File: src/rtl/ssd_pkg.sv
// Shared constants for the seven-segment scan controller: glyph table and segment encodings.
package ssd_pkg;

    // Segment bit positions inside the active-low {Ca,Cb,Cc,Cd,Ce,Cf,Cg} vector
    localparam int unsigned SEG_W = 7;
    localparam int unsigned SEG_A = 6;
    localparam int unsigned SEG_B = 5;
    localparam int unsigned SEG_C = 4;
    localparam int unsigned SEG_D = 3;
    localparam int unsigned SEG_E = 2;
    localparam int unsigned SEG_F = 1;
    localparam int unsigned SEG_G = 0;

    localparam logic [SEG_W-1:0] SEG_BLANK = 7'h7F;
    // Only the middle bar lit
    localparam logic [SEG_W-1:0] SEG_DASH  = SEG_BLANK & ~(7'(1) << SEG_G);

    // Active-low hex glyphs, entry n is the pattern for nibble n (b and d lowercase)
    localparam logic [15:0][SEG_W-1:0] HEX_GLYPH = {
        7'h38, 7'h30, 7'h42, 7'h31,   // F E d C
        7'h60, 7'h08, 7'h04, 7'h00,   // b A 9 8
        7'h0F, 7'h20, 7'h24, 7'h4C,   // 7 6 5 4
        7'h06, 7'h12, 7'h4F, 7'h01    // 3 2 1 0
    };

    // True when a nibble has no decimal digit representation
    function automatic logic isNonDecimal(input logic [3:0] nibble);
        return nibble > 4'd9;
    endfunction

endpackage

File: src/rtl/ssd_glyph_decoder.sv
// Combinational nibble-to-segment decoder; BCD mode replaces A..F with a dash.
module ssd_glyph_decoder
    import ssd_pkg::*;
(
    input  logic [3:0]       nibble,
    input  logic             modeBcd,
    output logic [SEG_W-1:0] glyph_c
);

    // Table lookup with dash override for non-decimal nibbles in BCD mode
    always_comb begin
        glyph_c = HEX_GLYPH[nibble];
        if (modeBcd && isNonDecimal(nibble)) begin
            glyph_c = SEG_DASH;
        end
    end

endmodule

File: src/rtl/ssd_scan_ctrl.sv
// Multi-digit seven-segment scan controller with double-buffered load,
// leading-zero blanking, per-digit enable/decimal point and PWM brightness.
module ssd_scan_ctrl
    import ssd_pkg::*;
#(
    parameter int unsigned NUM_DIGITS = 8,
    parameter int unsigned SCAN_DIV   = 100000,
    parameter int unsigned PWM_W      = 4
) (
    input  logic                    clk,
    input  logic                    reset_n,
    input  logic                    load,
    input  logic [4*NUM_DIGITS-1:0] value_in,
    input  logic [NUM_DIGITS-1:0]   dp_in,
    input  logic [NUM_DIGITS-1:0]   digit_en,
    input  logic                    mode_bcd,
    input  logic [PWM_W-1:0]        brightness,
    output logic                    load_ack,
    output logic                    frame_done,
    output logic [NUM_DIGITS-1:0]   anode,
    output logic [SEG_W-1:0]        ssdOut,
    output logic                    dp
);

    localparam int unsigned IDX_W    = (NUM_DIGITS > 1) ? $clog2(NUM_DIGITS) : 1;
    localparam int unsigned CNT_W    = $clog2(SCAN_DIV);
    localparam int unsigned PWM_LAST = (1 << PWM_W) - 2;

    logic [CNT_W-1:0]                scanCnt;
    logic [IDX_W-1:0]                digitIdx;
    logic [PWM_W-1:0]                pwmCnt;

    logic [NUM_DIGITS-1:0][3:0]      shadowValue;
    logic [NUM_DIGITS-1:0]           shadowDp;
    logic [NUM_DIGITS-1:0]           shadowEn;
    logic [NUM_DIGITS-1:0][3:0]      activeValue;
    logic [NUM_DIGITS-1:0]           activeDp;
    logic [NUM_DIGITS-1:0]           activeEn;
    logic                            pending;

    logic                            slotEnd;
    logic                            frameEnd;
    logic                            pwmOn;
    logic [NUM_DIGITS-1:0]           zeroBlank;
    logic                            upperZero;
    logic                            blank;
    logic [3:0]                      curNibble;
    logic [SEG_W-1:0]                curGlyph;
    logic [NUM_DIGITS-1:0]           anodeNext;
    logic [SEG_W-1:0]                segNext;
    logic                            dpNext;

    assign slotEnd   = (scanCnt == CNT_W'(SCAN_DIV - 1));
    assign frameEnd  = slotEnd && (digitIdx == IDX_W'(NUM_DIGITS - 1));
    assign pwmOn     = (pwmCnt < brightness);
    assign curNibble = activeValue[digitIdx];

    // Prescaler, digit index and free-running PWM counter
    always_ff @(posedge clk or negedge reset_n) begin
        if (!reset_n) begin
            scanCnt  <= '0;
            digitIdx <= '0;
            pwmCnt   <= '0;
        end else begin
            scanCnt <= slotEnd ? '0 : scanCnt + CNT_W'(1);
            if (slotEnd) begin
                digitIdx <= (digitIdx == IDX_W'(NUM_DIGITS - 1)) ? '0 : digitIdx + IDX_W'(1);
            end
            pwmCnt <= (pwmCnt == PWM_W'(PWM_LAST)) ? '0 : pwmCnt + PWM_W'(1);
        end
    end

    // Shadow capture on load; shadow promoted to active at the frame boundary.
    // A load on the boundary edge keeps pending set so its data waits one more frame.
    always_ff @(posedge clk or negedge reset_n) begin
        if (!reset_n) begin
            shadowValue <= '0;
            shadowDp    <= '0;
            shadowEn    <= '0;
            activeValue <= '0;
            activeDp    <= '0;
            activeEn    <= '0;
            pending     <= 1'b0;
        end else begin
            if (frameEnd && pending) begin
                activeValue <= shadowValue;
                activeDp    <= shadowDp;
                activeEn    <= shadowEn;
            end
            if (load) begin
                shadowValue <= value_in;
                shadowDp    <= dp_in;
                shadowEn    <= digit_en;
                pending     <= 1'b1;
            end else if (frameEnd) begin
                pending <= 1'b0;
            end
        end
    end

    // Leading-zero mask: digit i>0 blanks when it and every higher nibble are zero
    always_comb begin
        upperZero = 1'b1;
        zeroBlank = '0;
        for (int i = int'(NUM_DIGITS) - 1; i >= 0; i--) begin
            upperZero    = upperZero && (activeValue[i] == 4'd0);
            zeroBlank[i] = (i != 0) && upperZero;
        end
    end

    ssd_glyph_decoder uGlyph (
        .nibble  (curNibble),
        .modeBcd (mode_bcd),
        .glyph_c (curGlyph)
    );

    // Next pin values for the currently scanned digit
    always_comb begin
        anodeNext = '1;
        segNext   = SEG_BLANK;
        dpNext    = 1'b1;
        blank     = !activeEn[digitIdx] || !pwmOn || (mode_bcd && zeroBlank[digitIdx]);
        if (!blank) begin
            anodeNext[digitIdx] = 1'b0;
            segNext             = curGlyph;
            dpNext              = ~activeDp[digitIdx];
        end
    end

    // Registered pin drive and handshake pulses
    always_ff @(posedge clk or negedge reset_n) begin
        if (!reset_n) begin
            anode      <= '1;
            ssdOut     <= SEG_BLANK;
            dp         <= 1'b1;
            load_ack   <= 1'b0;
            frame_done <= 1'b0;
        end else begin
            anode      <= anodeNext;
            ssdOut     <= segNext;
            dp         <= dpNext;
            load_ack   <= load;
            frame_done <= frameEnd;
        end
    end

endmodule

File: config.mk
export PLATFORM = sky130hd
export DESIGN_NAME = ssd_scan_ctrl
export DESIGN_NICKNAME = d
export VERILOG_FILES = /design/src/rtl/ssd_pkg.sv /design/src/rtl/ssd_glyph_decoder.sv /design/src/rtl/ssd_scan_ctrl.sv
export SDC_FILE = /design/constraint.sdc
export NUM_CORES = 1
export LEC_CHECK = 0
export ABC_AREA = 1
export CORE_AREA = 2 2 132 96
export DETAILED_ROUTE_END_ITERATION = 8
export DIE_AREA = 0 0 134 98
export GPL_TIMING_DRIVEN = 0
export PLACE_DENSITY = 0.77
export SLEW_MARGIN = 20
export SYNTH_ARGS = -nofsm -noshare
export SYNTH_HDL_FRONTEND = slang
export SYNTH_SLANG_ARGS = --single-unit
File: constraint.sdc
create_clock -name clk -period 2.41 [get_ports clk]
set_clock_uncertainty 0.15 [all_clocks]
set_input_delay 0.723 -clock clk [delete_from_list [all_inputs] [get_ports clk]]
set_output_delay 0.723 -clock clk [all_outputs]
set_load 0.005 [all_outputs]
==> results.md, run 1 <==
- Status: completed
- Slew Viols, Final: 0
- Mapped Nets: 857
- Max cap viols: 0
- Util after Layout: 0.680
- Largest net degree at the start of global routing: 95
- Final worst slack: ~0.11 ns
- Num CTS Buffers: 17
- Filler cell count: 995
- Simple-gate portion of the synthesized area: 0.279
- Die Area: ~13000 sq um
- RR Startpoint: scanCnt[0]$_DFF_PN0_
- DRT Pass-1 Iters: 5
- Placed Cells: 1025
- GR Util All Layers: 0.241
- Dpl ws: -0.391 ns
- Crit Path Class: reg -> out
- Crit path buffers/inverters: 1
- Cell Count, Final, Fillers Out: 1063
- First-pass GRT wire length: 25000 microns
- CTS tree: yes
- Largest family of logic cells by synthesized area: simple AND/OR/NAND/NOR gates
- Clock Power Share: 0.521
- CP top delay family: flip-flops
- Post-synthesis adder-cell area fraction: 0.0235
- Cell Int Power: 4.49 mW
- Synth Area in Compound Gates: 0.0686
- Footprint of the multi-input gates: 2470 sq um
- Reg area: 3500 sq um
- Tightest Pin Transition: around 0.6 ns
- Drc violations: 0
- Top Ports: 74
- Initial core utilization: 0.534
- Die height: 98 microns
- Multiplexer share of the synthesized area: 0
- Number of global-route vias before repair: 5291
- Worst path cell trace: clkdlybuf4s50_1
- Post-Syn Area: roughly 6400 sq um
- Max IR drop VDD: 0.000490 V
- Req. time, crit path: between 1.5 and 2 ns
- Final Hold Fails: 0
- CORE AREA: 12000 sq um
- Hold Path Class: in -> async
- Most instantiated cells after synthesis: nand2_1 (289), dfrtp_1 (123), nor2_1 (80), inv_1 (78), nand3_1 (47)
- CTS Hold Bufs: 0
- Gpl congestion: 0.927
- Max Clock Freq: roughly 0.43 GHz
- Layout Nets: between 900 and 1000
- PortBufs: 73
- Dpl hpwl: 10300 microns
- Logic pwr share: 0.045
- Top FF cell, synth: dfrtp_1
- Placed instance area: around 7400 sq um
- N_diodes: 0
- Seq pwr share: 0.434
- Post-Synth XOR/XNOR Area: 0.00686
- Cell variety after synth: 30
- Design Area, Final: 8130 sq um
- Sequential fraction of the synthesis area: 0.548
- Post-synth EDFFs: 0
- Relative slew margins: 0.599
- Synth warn: 0
- Worst-path clk slew: roughly 0.060 ns
- Routed vias: 5356
- Drt total wl: 14600 microns
- Die Wd: roughly 130 microns
- Cell taking the most area after synthesis: dfrtp_1
- Power Total: 5.63 mW
- CP startpoint: dp$_DFF_PN1_
- Clock Latency Late Sink: 0.42 ns
- Initial antenna violation count: 0
- Setup violations, final: 0
- Grt total ovfl: 0
- Synth-to-layout area growth: 27.3%
- Final hold slack: 0.0357 ns
- Critical Path Fanout Max: 1
- TNS Setup: 0 ns
- Area contributors post-synth: dfrtp_1 (48%), nand2_1 (17%), dfstp_2 (6.6%)
- Yosys top cell area share: 0.482
- Mapped Cells: 789
- CP startpoint kind: flop
- CTS Root Cell: clkbuf_16
- Routed Antenna Nets: 0
- Asr flop ratio synth: 1.00
- WL/cell: 13.8 microns
- Crit end category: primary output
- Switching share of power: 0.202
- Initial DRC Count: between 400 and 500
- Clk buf depth: 2
- Pwr/cell area: 693 nW/um^2
- Leakage power: approximately 4.1 nW
- Ratio of final minimum period to clock period: 0.956
- Count leader, synth: nand2_1
- CP arrival: 1.43 ns
- CTS H-tree lvls: 4
- Slowest stage delay, CP: roughly 0.53 ns
- Critical-path top delay cell: dfstp_2
- DR vias/cell: 5.04
- Final min period: roughly 2.3 ns
- Share of layout cells above drive strength 1: 0.110
- Synth Register Bits: 139
- Row count: 34
- Switching power: 1.14 mW
- CTS Sinks: 139
- Avg Cell Area, Syn: 8.10 sq um
-- repair_timing --
item / 4_1_cts / 5_1_grt
setup buffers: 0 / 7
pin swaps: 0 / 4
endpoints found under the setup margin: 7 / 49
resized for setup: 5 / 19
gates cloned: 0 / 0
-- per-layer routing --
layer / GRT usage / part of all wire / up-vias
met2: 0.361 / 0.45 / 152
met4: 0.0818 / 0.018 / 0
met3: 0.0628 / 0.050 / 28
met5: 0 / 0 / -
met1: 0.344 / 0.48 / 2518
li1: - / - / 2658
-- path summary, 6_finish.rpt --
check / endpoint / slack, ns / depth (start not counted)
worst min-delay path: scanCnt[15]$_DFF_PN0_ / 0.04 / 1
worst max register to register: activeValue[27]$_DFFE_PN0P_ / 0.14 / 11
min in group clk: shadowValue[5]$_DFFE_PN0P_ / 0.32 / 2
worst min register to register: shadowValue[5]$_DFFE_PN0P_ / 0.32 / 2
max in group asynchronous: activeValue[31]$_DFFE_PN0P_ / 1.32 / 2
worst max-delay path: dp / 0.11 / 1
-- state kept, by name, indices dropped and copies added, names as in the netlist --
| name | cells |
|---|---|
| frame_done | 1 |
| shadowEn | 8 |
| pending | 1 |
| dp | 1 |
| shadowDp | 8 |
| digitIdx | 3 |
| activeDp | 8 |
| pwmCnt | 4 |
| scanCnt | 17 |
| shadowValue | 32 |
| ssdOut | 7 |
| activeValue | 32 |
| activeEn | 8 |
| anode | 8 |
| load_ack | 1 |
-- power groups by stage --
stage / Clock, mW / Combinational (mW) / Sequential (mW)
floorplan: 0 / 0.0901 / 2.47
global placement: 0 / 0.247 / 2.48
detailed placement: 0 / 0.261 / 2.48
CTS: 2.96 / 0.261 / 2.44
global route: 3.07 / 0.297 / 2.45
finish: 2.93 / 0.254 / 2.45
-- final cells by class --
class | instances | area share
Sequential cell | 139 | 0.430
Multi-Input combinational cell | 540 | 0.304
Timing Repair Buffer | 81 | 0.100
Clock buffer | 20 | 0.0549
Inverter | 83 | 0.0383
Clock inverter | 11 | 0.0268
Tap cell | 162 | 0.0249
Buffer | 27 | 0.0206
-- cell families after synthesis --
| kind of cell | after synthesis |
|---|---|
| compound gates | 85 |
| xor+xnor | 5 |
| fa+ha+maj | 12 |
| buf+inv | 110 |
| flops | 139 |
| simple gates | 438 |
-- cells in the final DEF (no fill, tap or decap), types with 16 or more instances in the layout --
master / synthesis / routed
nor2_1: 80 / 74
nand3_1: 47 / 47
clkbuf_16: 0 / 17
dfstp_2: 16 / 16
o21ai_1: 17 / 17
o21ai_0: 33 / 32
clkdlybuf4s50_1: 0 / 72
dfrtp_1: 123 / 122
nand2_1: 289 / 285
a21oi_1: 30 / 30
inv_1: 78 / 76
Note: power is estimated with default switching activity, not from simulation.
==> run 2, diff against run 1 <==
--- a/config.mk
+++ b/config.mk
@@ -6,6 +6,7 @@
 export NUM_CORES = 1
 export LEC_CHECK = 0
 export ABC_AREA = 1
+export ABC_CLOCK_PERIOD_IN_PS = 2410
 export CORE_AREA = 2 2 132 96
 export DETAILED_ROUTE_END_ITERATION = 8
 export DIE_AREA = 0 0 134 98
==> constraint.sdc (replaced) <==
create_clock -name clk -period 2.41 [get_ports clk]
set_clock_uncertainty 0.15 [all_clocks]
set_input_delay 0.723 -clock clk [delete_from_list [all_inputs] [get_ports clk]]
set_output_delay 0.723 -clock clk [all_outputs]
set_load 0.01 [all_outputs]
==> results of run 2 <==
The final DEF is identical to that of run 1. Status: completed.
Main changes from that run: setup slack after layout 0.106 ns -> 0.0702 ns
